## src/rtl/ro_pair_counter.sv

```systemverilog
`default_nettype none
// +--------------------------------------------------------------------------+
// | ro_pair_counter: RO-PUF measurement stage (enable, count, compare)       |
// | Rev 1.0                                                                  |
// +--------------------------------------------------------------------------+
module ro_pair_counter #(
  parameter int CNT_W         = 16,
  parameter int SETTLE_CYCLES = 8,
  parameter int WINDOW_CYCLES = 4096
) (
  input  logic             CLK,
  input  logic             RST_N,
  input  logic             START,
  input  logic             RO_A,
  input  logic             RO_B,
  output logic             RO_EN,
  output logic             BUSY,
  output logic             DONE,
  output logic             RESP,
  output logic             TIE,
  output logic             SAT,
  output logic [CNT_W-1:0] CNT_A,
  output logic [CNT_W-1:0] CNT_B
);

  localparam int TMAX  = (SETTLE_CYCLES > WINDOW_CYCLES) ? SETTLE_CYCLES : WINDOW_CYCLES;
  localparam int TMR_W = $clog2(TMAX + 1);
  localparam logic [TMR_W-1:0] SETTLE_LAST = TMR_W'(SETTLE_CYCLES - 1);
  localparam logic [TMR_W-1:0] WINDOW_LAST = TMR_W'(WINDOW_CYCLES - 1);
  localparam logic [CNT_W-1:0] CNT_MAX     = {CNT_W{1'b1}};

  typedef enum logic [1:0] {
    IDLE   = 2'd0,
    SETTLE = 2'd1,
    COUNT  = 2'd2,
    REPORT = 2'd3
  } state_t;

  state_t             state_q, state_d;
  logic [TMR_W-1:0]   tmr_q, tmr_d;
  logic               a_meta_q, a_meta_d, a_sync_q, a_sync_d, a_hist_q, a_hist_d;
  logic               b_meta_q, b_meta_d, b_sync_q, b_sync_d, b_hist_q, b_hist_d;
  logic [CNT_W-1:0]   cnt_a_q, cnt_a_d, cnt_b_q, cnt_b_d;
  logic [CNT_W-1:0]   cnt_a_out_q, cnt_a_out_d, cnt_b_out_q, cnt_b_out_d;
  logic               ro_en_q, ro_en_d, busy_q, busy_d, done_q, done_d;
  logic               resp_q, resp_d, tie_q, tie_d, sat_q, sat_d;
  logic               edge_a, edge_b;

  always_comb begin
    a_meta_d    = RO_A;
    a_sync_d    = a_meta_q;
    a_hist_d    = a_sync_q;
    b_meta_d    = RO_B;
    b_sync_d    = b_meta_q;
    b_hist_d    = b_sync_q;
    edge_a      = a_sync_q & ~a_hist_q;
    edge_b      = b_sync_q & ~b_hist_q;
    state_d     = state_q;
    tmr_d       = tmr_q;
    cnt_a_d     = cnt_a_q;
    cnt_b_d     = cnt_b_q;
    cnt_a_out_d = cnt_a_out_q;
    cnt_b_out_d = cnt_b_out_q;
    resp_d      = resp_q;
    tie_d       = tie_q;
    sat_d       = sat_q;
    done_d      = 1'b0;

    case (state_q)
      IDLE: begin
        if (START) begin
          state_d = SETTLE;
          tmr_d   = '0;
          cnt_a_d = '0;
          cnt_b_d = '0;
        end
      end
      SETTLE: begin
        if (tmr_q == SETTLE_LAST) begin
          state_d = COUNT;
          tmr_d   = '0;
        end else begin
          tmr_d = tmr_q + TMR_W'(1);
        end
      end
      COUNT: begin
        if (edge_a && (cnt_a_q != CNT_MAX)) cnt_a_d = cnt_a_q + CNT_W'(1);
        if (edge_b && (cnt_b_q != CNT_MAX)) cnt_b_d = cnt_b_q + CNT_W'(1);
        if (tmr_q == WINDOW_LAST) begin
          state_d = REPORT;
          tmr_d   = '0;
        end else begin
          tmr_d = tmr_q + TMR_W'(1);
        end
      end
      REPORT: begin
        // Results become visible together with DONE, one cycle after REPORT.
        state_d     = IDLE;
        done_d      = 1'b1;
        cnt_a_out_d = cnt_a_q;
        cnt_b_out_d = cnt_b_q;
        resp_d      = cnt_a_q > cnt_b_q;
        tie_d       = cnt_a_q == cnt_b_q;
        sat_d       = (cnt_a_q == CNT_MAX) || (cnt_b_q == CNT_MAX);
      end
      default: state_d = IDLE;
    endcase

    ro_en_d = (state_d == SETTLE) || (state_d == COUNT);
    busy_d  = ro_en_d;
  end

  always_ff @(posedge CLK or negedge RST_N) begin
    if (!RST_N) begin
      state_q     <= IDLE;
      tmr_q       <= '0;
      a_meta_q    <= 1'b0;
      a_sync_q    <= 1'b0;
      a_hist_q    <= 1'b0;
      b_meta_q    <= 1'b0;
      b_sync_q    <= 1'b0;
      b_hist_q    <= 1'b0;
      cnt_a_q     <= '0;
      cnt_b_q     <= '0;
      cnt_a_out_q <= '0;
      cnt_b_out_q <= '0;
      ro_en_q     <= 1'b0;
      busy_q      <= 1'b0;
      done_q      <= 1'b0;
      resp_q      <= 1'b0;
      tie_q       <= 1'b0;
      sat_q       <= 1'b0;
    end else begin
      state_q     <= state_d;
      tmr_q       <= tmr_d;
      a_meta_q    <= a_meta_d;
      a_sync_q    <= a_sync_d;
      a_hist_q    <= a_hist_d;
      b_meta_q    <= b_meta_d;
      b_sync_q    <= b_sync_d;
      b_hist_q    <= b_hist_d;
      cnt_a_q     <= cnt_a_d;
      cnt_b_q     <= cnt_b_d;
      cnt_a_out_q <= cnt_a_out_d;
      cnt_b_out_q <= cnt_b_out_d;
      ro_en_q     <= ro_en_d;
      busy_q      <= busy_d;
      done_q      <= done_d;
      resp_q      <= resp_d;
      tie_q       <= tie_d;
      sat_q       <= sat_d;
    end
  end

  assign RO_EN = ro_en_q;
  assign BUSY  = busy_q;
  assign DONE  = done_q;
  assign RESP  = resp_q;
  assign TIE   = tie_q;
  assign SAT   = sat_q;
  assign CNT_A = cnt_a_out_q;
  assign CNT_B = cnt_b_out_q;

endmodule
`default_nettype wire

```

## config.mk

```make
export PLATFORM = sky130hd
export DESIGN_NAME = ro_pair_counter
export DESIGN_NICKNAME = d
export VERILOG_FILES = /design/src/rtl/ro_pair_counter.sv
export SDC_FILE = /design/constraint.sdc
export NUM_CORES = 1
export LEC_CHECK = 0
export ABC_AREA = 1
export CAP_MARGIN = 15
export CORE_UTILIZATION = 42
export DETAILED_ROUTE_END_ITERATION = 12
export GPL_TIMING_DRIVEN = 0
export REMOVE_ABC_BUFFERS = 1
export SYNTH_ARGS = -nofsm -noshare
export SYNTH_HDL_FRONTEND = slang
export SYNTH_SLANG_ARGS = --single-unit
```

## constraint.sdc

```tcl
create_clock -name CLK -period 5.24 [get_ports CLK]
set_clock_uncertainty 0.2 [all_clocks]
set_input_delay 0.524 -clock CLK [delete_from_list [all_inputs] [get_ports CLK]]
set_output_delay 0.524 -clock CLK [all_outputs]
set_load 0.02 [all_outputs]
```

Word-level counts from Yosys, hierarchy flattened
Cells that the tools add are included.

Word-level logic and storage cells: 64. Flip-flop bits (word level): 90. Input bits: 5. Output and inout port bits: 38.

Bitwise gates (word level): 4. Muxes and demuxes: 14. Order comparisons: 1. Add/subtract/negate cells: 3. Equality and inequality tests: 15. Reductions and logical operators: 10.

Operator list (count): $pmux W16 S2 (2); $mux W16 (3); $mux W13 (3); $pmux W13 S3 (1); $add A16 B1 Y16 const B (2); $eq A16 B16 Y1 const B (2); $ne A16 B16 Y1 const B (2); $eq A16 B16 Y1 (1); $gt A16 B16 Y1 (1); $add A13 B1 Y13 const B (1); $eq A13 B12 Y1 const B (1); $eq A13 B3 Y1 const B (1); $pmux W2 S4 (1); $eq A2 B2 Y1 const B (3); $mux W2 (3); $ne A2 B2 Y1 const B (3); $reduce_and A3 Y1 (2); $eq A2 B1 Y1 const B (2); $reduce_bool A3 Y1 (1); $and A1 B1 Y1 (2); $logic_and A1 B1 Y1 (2); $logic_not A2 Y1 (1); $logic_or A1 B1 Y1 (2); $not A1 Y1 (2); other kinds (3) (3).

Depth between registers and ports, before layout
Depth in word-level cells: 5. Depth in mapped cells: 12. Gate-level depth less buffers: 12.

Least setup slack after synthesis
No wires, ideal clock.

Path type: flip-flop to flip-flop. Start: register state_q[0]. End: register tmr_q[12]. Arrival: 1.588 ns. Clock period less this slack: 1.921 ns. Required time: 4.907 ns. Stages on the path, launching flop included: 11. Path buffers: 1. Setup slack: 3.319 ns. Library setup time: 0.133 ns. Cell sequence: dfrtp_1 inv_1 ha_1 inv_1 nor2_1 nor2_1 buf_2 inv_1 nor3_1 xor2_1 a21oi_1.

Cells in the longest elaborated chain, start to end: 3. Elaborated cells between the ends (all ways): 7. Those cells by class: eq/ne (3); mux (1); reduce/logical (3).

RTL lines: from (decl) (RTL line 39) `state_t state_q, state_d;`; from (signal assigned) (RTL line 134) `state_q <= state_d;`; $eq A2 B2 Y1, or another cell as far along (RTL line 69) `case (state_q)`; $reduce_bool A3 Y1 (no source line) / $ne A2 B2 Y1 (equally long branches); $reduce_and A2 Y1 (no source line); to (signal assigned) (RTL line 135) `tmr_q <= tmr_d;`; to (decl) (RTL line 40) `logic [TMR_W-1:0] tmr_q, tmr_d;`.

Several ways; a longest one is shown, not always the timed one. A chain may end at the register's enable or synchronous reset.

Worst setup path after layout
Start: register state_q[0]. End: register cnt_b_q[13].

Cells in the longest elaborated chain, start to end: 3. Elaborated cells between the ends (all ways): 7. Those cells by class: eq/ne (3); mux (1); reduce/logical (3).

RTL lines: $eq A2 B2 Y1 / $logic_not A2 Y1 (equally long branches) (RTL line 69); $ne A2 B2 Y1 (no source line) / $reduce_bool A2 Y1 (equally long branches); $reduce_and A3 Y1 (no source line); to (signal assigned) (RTL line 143) `cnt_b_q <= cnt_b_d;`; to (decl) (RTL line 43) `logic [CNT_W-1:0] cnt_a_q, cnt_a_d, cnt_b_q, cnt_b_d;`.

Several ways; a longest one is shown, not always the timed one.

==> results.py <==
metrics = {
    "detailed_routing": {
        "drtIter0Drc": 178,
        "vias_per_cell": 5.016,
        "vias": 3973,
        "drc": 0,
        "postRouteAntennaNets": 0,
        "wl_mm": 10.55,
        "first_pass_iters": 4,
        "wl_per_cell_um": 13.33,
    },
    "cts": {
        "cts-root-buf": "clkbuf_16",
        "path_clk_slew_ns": 0.06,
        "cts_tree": "done",
        "cts_max_level": 3,
        "insertion_delay_ns": 0.34,
        "clock_path_buffers": 2,
        "post_cts_resized": 0,
        "clkSinkCount": 90,
        "cts_buffers": 9,
    },
    "finish": {
        "utilization_pct": 50.59,
        "drive_gt1_share_pct": 6.780,
        "diodes": 0,
        "fill_cells": 1118,
        "finalNetCount": 675,
        "fin_area_sq_um": 5777,
        "final_cells": 792,
        "syn2layout_area_growth_pct": 17.54,
    },
    "timing": {
        "hold_viol_final": 0,
        "holdWs_ns": 0.1463,
        "timing.setup.tns_ns": 0,
        "max_freq_ghz": 0.3242,
        "setup_violations": 0,
        "layout_min_cycle_time_ns": 3.084,
        "rsz0062_at_grt": "no",
        "maxSlewHeadroom_pct": 47.20,
        "worst_pin_slew_ns": 0.7908,
        "fin_ws_ns": 2.156,
        "final_max_slew_viol_count": 0,
        "min_period_over_period_pct": 58.86,
    },
    "critical_path": {
        "cp.arrival_ns": 3.17,
        "worst-setup-path-type": "reg -> reg",
        "cp.required_ns": 5.32,
        "reg2reg_slack_ns": 2.16,
        "worst_setup_path_end_kind": "flop",
        "crit_fanout": 16,
        "start_kind": "flop",
    },
    "place": {
        "dp_slack_ns": 2.042,
        "portBuffers": 42,
        "gp_congestion": 0.8524,
        "place_inst": 775,
        "post_dp_cell_area_sq_um": 5439,
        "dp_hpwl_mm": 7.632,
    },
    "power_and_ir_drop": {
        "switchingPower_mw": 0.4497,
        "peakVddDrop_mv": 0.1653,
        "clkPwrFrac_pct": 41.6,
        "power_frac_comb_pct": 15.1,
        "cellPowerDensity_nw_per_um2": 288.7,
        "p_int_mw": 1.218,
        "p_total_mw": 1.668,
        "p_seq_share_pct": 43.3,
        "p_leak_nw": 2.658,
        "swShare_pct": 26.97,
    },
    "floorplan": {
        "die_h_um": 110.2,
        "fp-row-count": 39,
        "start_util_pct": 43.04,
        "fp.dieW_um": 110.2,
        "core-area_sq_um": 11420,
        "die_area_sq_um": 12140,
        "ios": 43,
    },
    "synthesis": {
        "ys_ff_latch": 90,
        "synth-simple-area-share_pct": 26.91,
        "synth.area.mux_share_pct": 0,
        "syn_avg_cell_area_sq_um": 8.110,
        "synth.distinct_cells": 33,
        "synth_compound_area_share_pct": 9.343,
        "syn_area_sq_um": 4915,
        "synth_top_family_by_area": "simple AND/OR/NAND/NOR gates",
        "synth_cells": 606,
        "synth_xor_area_share_pct": 5.168,
        "yosysWarnings": 0,
        "synth-adder-area-share_pct": 6.365,
        "ys_seq_area_share_pct": 45.82,
    },
    "run": {
        "cap_violations": 0,
    },
    "hold_path": {
        "hp-class": "reg -> reg",
    },
    "global_routing": {
        "grt_use_total_pct": 19.65,
        "grt_max_degree": 58,
        "grt-ovfl-total": 0,
        "grt_pass1_vias": 3919,
        "antenna_found_initial": 0,
        "grt_first_pass_wirelength_mm": 18.15,
    },
    "run_status": {
        "status": "complete, no violations",
    },
}
==> critical path, cell delays in order, from the launching register on <==
cell and delay, ns:
dfrtp_1 0.43, inv_1 0.17, ha_1 0.62, inv_1 0.51
a21oi_4 0.41, nand4_1 0.35, inv_1 0.21, nand2_1 0.07
nand2_1 0.05
==> power groups by stage <==
stage               Sequential [mW]  Combinational, mW  Clock [mW]
floorplan                     0.743              0.154           0
global placement              0.734              0.240           0
detailed placement            0.735              0.249           0
CTS                           0.721              0.250       0.715
global route                  0.723              0.282       0.745
finish                        0.721              0.252       0.694
==> layer usage <==
layer  wire length [um]  global-route usage (%)  part of all wire [%]
met5                  0                       0                     0
met4                269                   8.835                   2.5
met3                338                   3.586                   3.2
met2               4917                   32.54                    47
met1               5029                   25.02                    48
==> repair_timing <==
action | CTS | global route
endpoints found under the hold margin | 36 | 0
hold buffers | 1 | 0
setup buffers | 0 | 0
==> cell type report <==
type,instances,area [sq um],area share (%)
Clock buffer,13,260.3,4.505
Clock inverter,2,60.06,1.040
Inverter,57,214.0,3.704
Multi-Input combinational cell,442,2349,40.65
Sequential cell,90,2252,38.99
Tap cell,143,178.9,3.097
Timing Repair Buffer,45,462.9,8.014
==> cell usage in the layout (no fill, tap or decap), drive strengths merged <==
cell type / n
a21oi: 20
a31oi: 3
buf: 3
bufinv: 2
clkbuf: 13
clkdlybuf4s50: 41
dfrtp: 90
dlygate4sd3: 1
ha: 25
inv: 57
nand2: 187
nand3: 33
nand4: 16
nor2: 49
nor3: 14
nor3b: 2
o21a: 1
o21ai: 57
o22ai: 1
or2: 5
xnor2: 4
xor2: 25
==> registers in the layout, indices dropped and copies added, names as in the netlist, 2 cells and up <==
signal / count
CNT_B: 16
cnt_b_q: 16
cnt_a_q: 16
tmr_q: 13
CNT_A: 16
state_q: 2
==> path summary, 6_finish.rpt <==
kind | startpoint | to | cells past startpoint
hold reg to reg | b_meta_q$_DFF_PN0_ | b_hist_d$_DFF_PN0_ | 0
setup / recovery | state_q[0]$_DFF_PN0_ | cnt_b_q[13]$_DFFE_PN0P_ | 8
hold / removal | b_meta_q$_DFF_PN0_ | b_hist_d$_DFF_PN0_ | 0
min in group asynchronous | RST_N | CNT_A[1]$_DFFE_PN0P_ | 2
max in group asynchronous | RST_N | b_meta_q$_DFF_PN0_ | 3
setup reg to reg | state_q[0]$_DFF_PN0_ | cnt_b_q[13]$_DFFE_PN0P_ | 8
==> synth_stat cells <==
cell type  instances  area, sq um
nand2_1          182        683.2
dfrtp_1           90         2252
inv_1             55        206.5
nor2_1            47        176.4
o21ai_0           45        225.2
nand3_1           32        160.2
ha_1              25        312.8
xor2_1            25        219.0
a21oi_1           19        95.09
nand4_1           15        93.84
nor3_1            12        60.06
clkbuf_1          10        37.54
o21ai_2            8        70.07
or2_2              5        31.28
o21ai_1            4        20.02
xnor2_1            4        35.03
a31oi_1            3        18.77
nand2_2            3        18.77
buf_2              2        10.01
buf_4              2        15.01
buf_6              2        22.52
inv_2              2        7.510
nand2_4            2        22.52
nor2_2             2        12.51
nor3b_1            2        15.01
a21oi_4            1        16.27
buf_8              1        15.01
nand3_2            1        10.01
nand4_2            1        12.51
nor3_2             1        10.01
nor3_4             1        16.27
o21a_1             1        7.510
o22ai_1            1        6.260
==> kinds of logic (layout without fill, tap and decap cells) <==
logic type	after synthesis	count (layout)
buf+inv	74	117
fa+ha+maj	25	25
simple gates	306	306
xor+xnor	29	29
compound gates	82	82
flops	90	90
(Power assumes the default switching activity.)
